<file path="src/rtl/time_keeper.sv">
// time_keeper
//   Time-of-day counter plus alarm-set registers that feed the alarm
//   comparator. A mode FSM (RUN / SET_TIME / SET_ALARM) routes the
//   minute/hour advance buttons to either the time or the alarm registers.
//   The alarmon button toggles the alarm-enable flag in any mode.
//
//   Optional feature macro: AUTO_REPEAT_EN
//     When defined, a held minadv/hrsadv in a set mode re-advances every
//     REPEAT_CYCLES cycles after the press cycle.
//
// Parameters
//   TICKS_PER_SEC : clk cycles per second of time (>=1)
//   REPEAT_CYCLES : auto-repeat period in cycles (>=2, AUTO_REPEAT_EN only)
//
// Ports
//   clk, rst_n           : clock, async active-low reset
//   timeset, alarmset    : mode request levels (timeset has priority)
//   minadv, hrsadv       : advance buttons (edge detected)
//   alarmon              : alarm-enable toggle button (edge detected)
//   tsec, tmin, thrs     : current time, 7-bit binary
//   amin, ahrs           : alarm time, 7-bit binary
//   enable               : alarm armed
module time_keeper #(
  parameter int TICKS_PER_SEC = 4,
  parameter int REPEAT_CYCLES = 8
) (
  input  logic       clk,
  input  logic       rst_n,
  input  logic       timeset,
  input  logic       alarmset,
  input  logic       minadv,
  input  logic       hrsadv,
  input  logic       alarmon,
  output logic [6:0] tsec,
  output logic [6:0] tmin,
  output logic [6:0] thrs,
  output logic [6:0] amin,
  output logic [6:0] ahrs,
  output logic       enable
);

  localparam int PW = (TICKS_PER_SEC > 1) ? $clog2(TICKS_PER_SEC) : 1;

  typedef enum logic [1:0] {RUN, SET_TIME, SET_ALARM} state_t;

  state_t        state, state_nx;
  logic [PW-1:0] presc;
  logic          minadv_q, hrsadv_q, alarmon_q;
  logic          min_press, hrs_press, alm_press;
  logic          min_adv, hrs_adv;
  logic          tick;

  function automatic logic [6:0] wrap_inc(input logic [6:0] v, input logic [6:0] maxv);
    return (v >= maxv) ? 7'd0 : v + 7'd1;
  endfunction

  always_comb begin
    state_nx = RUN;
    if (timeset)       state_nx = SET_TIME;
    else if (alarmset) state_nx = SET_ALARM;
  end

  assign min_press = minadv  & ~minadv_q;
  assign hrs_press = hrsadv  & ~hrsadv_q;
  assign alm_press = alarmon & ~alarmon_q;

  // Time is frozen only in SET_TIME; the tick uses the registered state so a
  // tick coinciding with set-mode entry is still honoured.
  assign tick = (state != SET_TIME) && (presc == PW'(TICKS_PER_SEC - 1));

`ifdef AUTO_REPEAT_EN
  localparam int RW = $clog2(REPEAT_CYCLES);

  logic [RW-1:0] min_rcnt, hrs_rcnt;
  logic          hold_ok, min_held, hrs_held, min_rep, hrs_rep;

  // Repeat counts only while staying in the same set mode; any mode change
  // or release restarts the count from the next press.
  assign hold_ok  = (state != RUN) && (state_nx == state);
  assign min_held = hold_ok && minadv && minadv_q;
  assign hrs_held = hold_ok && hrsadv && hrsadv_q;
  assign min_rep  = min_held && (min_rcnt == RW'(REPEAT_CYCLES - 1));
  assign hrs_rep  = hrs_held && (hrs_rcnt == RW'(REPEAT_CYCLES - 1));

  always_ff @(posedge clk or negedge rst_n) begin
    if (!rst_n) begin
      min_rcnt <= '0;
      hrs_rcnt <= '0;
    end else begin
      if (!min_held || min_rep) min_rcnt <= '0;
      else                      min_rcnt <= min_rcnt + RW'(1);
      if (!hrs_held || hrs_rep) hrs_rcnt <= '0;
      else                      hrs_rcnt <= hrs_rcnt + RW'(1);
    end
  end

  assign min_adv = min_press | min_rep;
  assign hrs_adv = hrs_press | hrs_rep;
`else
  assign min_adv = min_press;
  assign hrs_adv = hrs_press;
`endif

  always_ff @(posedge clk or negedge rst_n) begin
    if (!rst_n) begin
      state     <= RUN;
      presc     <= '0;
      minadv_q  <= 1'b0;
      hrsadv_q  <= 1'b0;
      alarmon_q <= 1'b0;
      tsec      <= '0;
      tmin      <= '0;
      thrs      <= '0;
      amin      <= '0;
      ahrs      <= '0;
      enable    <= 1'b0;
    end else begin
      state     <= state_nx;
      minadv_q  <= minadv;
      hrsadv_q  <= hrsadv;
      alarmon_q <= alarmon;

      if (alm_press) enable <= ~enable;

      if (state == SET_TIME) begin
        if (min_adv) tmin <= wrap_inc(tmin, 7'd59);
        if (hrs_adv) thrs <= wrap_inc(thrs, 7'd23);
        // Leaving time-set restarts the second from zero.
        if (state_nx != SET_TIME) begin
          tsec  <= '0;
          presc <= '0;
        end
      end else begin
        presc <= tick ? '0 : presc + PW'(1);
        if (tick) begin
          tsec <= wrap_inc(tsec, 7'd59);
          if (tsec == 7'd59) begin
            tmin <= wrap_inc(tmin, 7'd59);
            if (tmin == 7'd59) thrs <= wrap_inc(thrs, 7'd23);
          end
        end
        if (state == SET_ALARM) begin
          if (min_adv) amin <= wrap_inc(amin, 7'd59);
          if (hrs_adv) ahrs <= wrap_inc(ahrs, 7'd23);
        end
      end
    end
  end

endmodule

</file>
<file path="config.mk">
export PLATFORM = sky130hd
export DESIGN_NAME = time_keeper
export DESIGN_NICKNAME = d
export VERILOG_FILES = /design/src/rtl/time_keeper.sv
export SDC_FILE = /design/constraint.sdc
export NUM_CORES = 1
export LEC_CHECK = 0
export ABC_AREA = 0
export CAP_MARGIN = 10
export CORE_ASPECT_RATIO = 0.5
export CORE_MARGIN = 4
export CORE_UTILIZATION = 45
export CTS_BUF_LIST = sky130_fd_sc_hd__clkbuf_2
export DETAILED_ROUTE_END_ITERATION = 12
export HOLD_SLACK_MARGIN = 0.05
export PLACE_DENSITY = 0.85
export SYNTH_ARGS = -nofsm -noshare
export SYNTH_HDL_FRONTEND = slang
export SYNTH_SLANG_ARGS = --single-unit
</file>
<file path="constraint.sdc">
create_clock -name clk -period 1.9 [get_ports clk]
set_input_delay 0.38 -clock clk [delete_from_list [all_inputs] [get_ports clk]]
set_output_delay 0.38 -clock clk [all_outputs]
set_load 0.02 [all_outputs]
</file>
== Yosys cells after proc, flatten, opt, wreduce, memory -nomap -nowiden ==
Index checks and enable logic that the tools add are counted.
W data, S select, Z words.

* Add/sub/neg operators: 6
* Order comparisons: 5
* Equality and inequality tests: 10
* Mux-type cells: 22
* Bitwise gates (word level): 8
* Reduce and logical (&&, ||, !) cells: 9

{| class="wikitable"
|+ Operator list
! cell !! number
|-
| $mux W7 || 17
|-
| $add A7 B1 Y7 const B || 5
|-
| $ge A7 B6 Y1 const B || 3
|-
| $eq A7 B6 Y1 const B || 2
|-
| $ge A7 B5 Y1 const B || 2
|-
| $mux W2 || 5
|-
| $reduce_and A3 Y1 || 3
|-
| $ne A2 B1 Y1 const B || 3
|-
| $reduce_bool A2 Y1 || 3
|-
| $not A1 Y1 || 5
|-
| $eq A2 B2 Y1 const B || 2
|-
| $ne A2 B2 Y1 const B || 2
|-
| $reduce_and A4 Y1 || 1
|-
| $and A1 B1 Y1 || 3
|-
| $add A2 B1 Y2 const B || 1
|-
| $eq A2 B1 Y1 const B || 1
|-
| $reduce_and A2 Y1 || 1
|-
| $logic_and A1 B1 Y1 || 1
|}

* Register bits: 43
* Bits of input ports: 7
* Output and inout port bits: 36
* Logic and storage cells: 71

== Depth between registers and ports, before layout ==
* Word-level depth: 6
* Mapped depth: 6
* Gate-level depth less buffers: 6

== Worst setup path before layout ==
OpenSTA, ideal clock, no wires.

* Path kind: register -> register
* From: register tsec[0]
* To: register tsec[3]
* Arrival time: 1.840 ns
* Required time: 1.817 ns
* Setup slack: -0.023 ns
* Cell stages (with the launch flop): 6
* Buffers on the path: 0
* Clock period less this slack: 1.923 ns
* Path through: dfrtp_1 > ha_1 > a211o_1 > a211o_1 > or4_1 > o21ai_0

* Word-level cells in the longest chain between the ends: 4
* Elaborated cells on any way between the ends: 5

{| class="wikitable"
|+ RTL lines
! what !! RTL line !! text
|-
| start: declaration || 34 || <nowiki>output logic [6:0] tsec,</nowiki>
|-
| start signal: assignment || 136 || <nowiki>tsec <= wrap_inc(tsec, 7'd59);</nowiki>
|-
| $add A7 B1 Y7 or $ge A7 B6 Y1 (tied branches) || 54 || <nowiki>return (v >= maxv) ? 7'd0 : v + 7'd1;</nowiki>
|-
| $mux W7 (*) || 54 ||
|-
| $mux W7 (*) || 135 || <nowiki>if (tick) begin</nowiki>
|-
| $mux W7 (*) || 125 || <nowiki>if (state == SET_TIME) begin</nowiki>
|}

Mark *: on every way between the ends. The rest lies on a longest branch, timed or not. The select of a mux whose other input is x is not followed.
A chain may end at the register's enable or synchronous reset.

== Final worst setup path ==
* From: register ahrs[1]
* To: output ahrs[1]

{| class="wikitable"
|+ RTL lines
! what !! RTL line !! text
|-
| start: declaration || 38 || <nowiki>output logic [6:0] ahrs,</nowiki>
|-
| start signal: assignment || 144 || <nowiki>if (hrs_adv) ahrs <= wrap_inc(ahrs, 7'd23);</nowiki>
|}

No word-level cell between the ends.

==> metrics.yaml <==
outcome:
  status: "completed"
place:
  place_ws_ns: -0.199
  gp_congestion: 0.830
  io_buffer_count: 42
  dpl.hpwl_mm: 3.23
  dp.cells: 312
clocking:
  clockBufferDepth: 2
  clk_pin_slew_ns: 0.21
  htree_levels: 2
  clk_latency_ns: 0.41
  cts_num_sinks: 43
  cts_root_buf: "clkbuf_2"
  cts_buffers: 5
  cts_tree: "yes"
setup_path:
  critPathLaunch: "ahrs[1]$_DFFE_PN0P_"
  critPathRequiredTime_ns: 1.52
  cpMaxStageDelayCell: "clkdlybuf4s50_1"
  path_cells: "clkdlybuf4s50_1"
  critPathKind: "register to output port"
  reg2reg_from: "tsec[0]$_DFFE_PN0P_"
  path_delay_family: "buffers and inverters"
  cp_data_arrival_time_ns: 1.45
  startpoint_type: "register"
  end_kind: "output port"
  slowest_delay_ns: 0.62
  cp.buffers_inverters: 1
  path_max_fanout: 3
synthesis:
  yosysTopAreaCell: "dfrtp_1"
  syn_nets: 213
  yosysTopAreaCellShare_pct: 52.5
  synth_seq_cells: 43
  yosys.area_share.simple_pct: 22.1
  synth.distinct_cells: 41
  seq_area_frac_synth_pct: 52.5
  muxShareOfSynthArea_pct: 0
  ys.warnings.count: 0
  synth.area.top_cells: "dfrtp_1, o21ai_0, ha_1, nand2_1, nand3_1"
  avgSynthCellArea_um2: 10.2
  synth_top_family_by_area: "simple AND/OR/NAND/NOR gates"
  synth_adder_area_share_pct: 3.67
  synth-compound-area-share_pct: 18.8
  syn_inst: 200
  synth_area_um2: 2050
  synth-xor-area-share_pct: 1.71
grt:
  grt_pass1_vias: 1696
  grtUsageTotal_pct: 16.4
  antenna_found_initial: 0
  grt_max_degree: 44
  grt-ovfl-total: 0
  grt_pass1_wl_mm: 7.63
pwr:
  power.density_nw_per_um2: 997
  peakVddDrop_v: 0.000500
  finalPower_mw: 2.74
  p_int_mw: 1.68
  swShare_pct: 38.6
  p_leak_nw: 1.48
  pwr-share-comb_pct: 38.8
  p_clk_share_pct: 14.0
  p_seq_share_pct: 47.2
  net-switching-power_mw: 1.06
timing:
  fin_worst_skew_ns: 0.00822
  drv_slew: 0
  hold_slack_ns: 0.422
  worst_slew_pin_slew_ns: 0.514
  setup_violations: 0
  setup_tns_ns: 0
  rsz0062_at_grt: "no"
  fin_crit_ns: 1.83
  finalHoldViolCount: 0
  maxSlewHeadroom_pct: 65.3
  fin_ws_ns: 0.0702
  fin_crit_sh_pct: 96.3
  fmax_mhz: 547
final_layout:
  layout-drive-gt1-share_pct: 13.4
  final_nets: 281
  fin_cells: 326
  n_antenna_cell: 0
  n_fill_cell: 355
  syn_to_final_growth_pct: 34.0
hold_path:
  hp-class: "primary input to register"
  hold_start: "alarmon"
routing:
  drc_errors: 0
  ant_nets: 0
  avgRoutedWirePerCell_um: 13.8
  vias: 1747
  drt_first_pass_iters: 4
  drt_iter0_markers: 67
  wl_mm: 4.50
  vias_per_cell: 5.36
floorplan:
  die_x_um: 103
  io_pins: 43
  core_um2: 4400
  row_count: 17
  die_area_um2: 5760
  start_util_pct: 46.5
  die-height_um: 55.7
job:
  maxCapViolations: 0
-- metal layers --
layer,up-vias,wire (um),share of wire (%),GRT usage [%]
li1,871,-,-,-
met1,850,2080,46,21.0
met2,22,2210,49,27.4
met3,4,171,3.8,4.26
met4,0,38,0.85,4.43
met5,-,0,0,0
-- cell families after synthesis --
group / count (synthesis)
and+or+nand+nor: 83
AOI/OAI and AO/OA: 59
DFF: 43
adders and majority gates: 6
buffers and inverters: 5
xor gates and xnor gates: 4
-- worst reg2reg max path: stages (launching register included) --
cell     delay [ns]
dfrtp_2        0.45
ha_1           0.21
a211o_1        0.29
a211o_1        0.27
or4_1          0.46
o21ai_0        0.08
-- metrics by stage --
stage,area (um^2),util [%]
finish,2750,62.3
global route,2750,62.3
CTS,2670,60.7
detailed placement,2640,60.0
global placement,2640,60.0
floorplan,2050,-
-- flip-flops by register name, indices dropped and copies added (netlist names) --
signal	count
minadv_q	1
alarmon_q	1
amin	7
state	2
thrs	7
tmin	7
presc	2
hrsadv_q	1
enable	1
tsec	7
ahrs	7
-- final timing paths --
kind / end / slack [ns] / cells after the start
worst max-delay path: ahrs[1] / 0.07 / 1
worst min-delay path: alarmon_q$_DFF_PN0_ / 0.42 / 1
worst max register to register: tsec[3]$_DFFE_PN0P_ / 0.08 / 5
worst min register to register: enable$_DFFE_PN0P_ / 0.51 / 1
max in group asynchronous: tsec[0]$_DFFE_PN0P_ / 1.26 / 3
min in group asynchronous: thrs[3]$_DFFE_PN0P_ / 0.43 / 3
-- Yosys cell counts --
cell type / n
a211o_1: 3
a211oi_1: 4
a21o_1: 1
a21oi_1: 5
a31oi_1: 6
a32o_1: 1
a41o_1: 1
and2_1: 9
and2b_1: 1
and3_1: 1
and4_1: 1
and4bb_2: 1
buf_6: 1
dfrtp_1: 43
ha_1: 6
inv_1: 4
nand2_1: 19
nand2b_1: 6
nand3_1: 13
nand3b_1: 1
nand4_1: 1
nor2_1: 10
nor2b_1: 8
nor3_1: 4
nor4b_1: 1
nor4bb_1: 1
o21a_1: 1
o21a_4: 1
o21ai_0: 21
o21ai_1: 3
o21ai_2: 1
o21bai_1: 2
o22a_1: 1
o31ai_1: 6
o41ai_1: 2
or2_2: 2
or2b_1: 1
or4_1: 2
or4_4: 1
xnor2_1: 2
xor2_1: 2
-- power by group through the flow --
stage	registers, mW	logic [mW]	clock network [mW]
after CTS	1.30	1.02	0.392
final	1.29	1.06	0.383
after detailed placement	1.32	1.08	0
after floorplan	1.49	0.373	0
after global routing	1.32	1.18	0.429
after global placement	1.31	1.04	0
-- cell type report --
| type | count | area [um^2] | share of cell area [%] |
|---|---|---|---|
| Sequential cell | 43 | 1080 | 39.3 |
| Multi-Input combinational cell | 152 | 957 | 34.9 |
| Inverter | 4 | 15.0 | 0.547 |
| Clock buffer | 6 | 30.0 | 1.09 |
| Tap cell | 57 | 71.3 | 2.60 |
| Clock inverter | 2 | 7.51 | 0.273 |
| Timing Repair Buffer | 62 | 586 | 21.3 |
-- cell usage in the layout, fill, tap and decap left out, types with 8 or more instances in the layout --
cell / n
and2_1: 9
nand2_1: 19
o21ai_0: 21
dlygate4sd2_1: 20
dlymetal6s2s_1: 12
nor2b_1: 8
clkdlybuf4s50_1: 9
dfrtp_1: 41
nand3_1: 13
buf_4: 18
nor2_1: 10
-- what timing repair did --
item,4_1_cts,5_1_grt
hold endpoints to repair,43,0
pin swaps,0,1
setup endpoints to repair,20,19
hold buffers,1,0
resized for setup,20,15
setup buffers,1,4
Power figures use the tool's default switching activity.
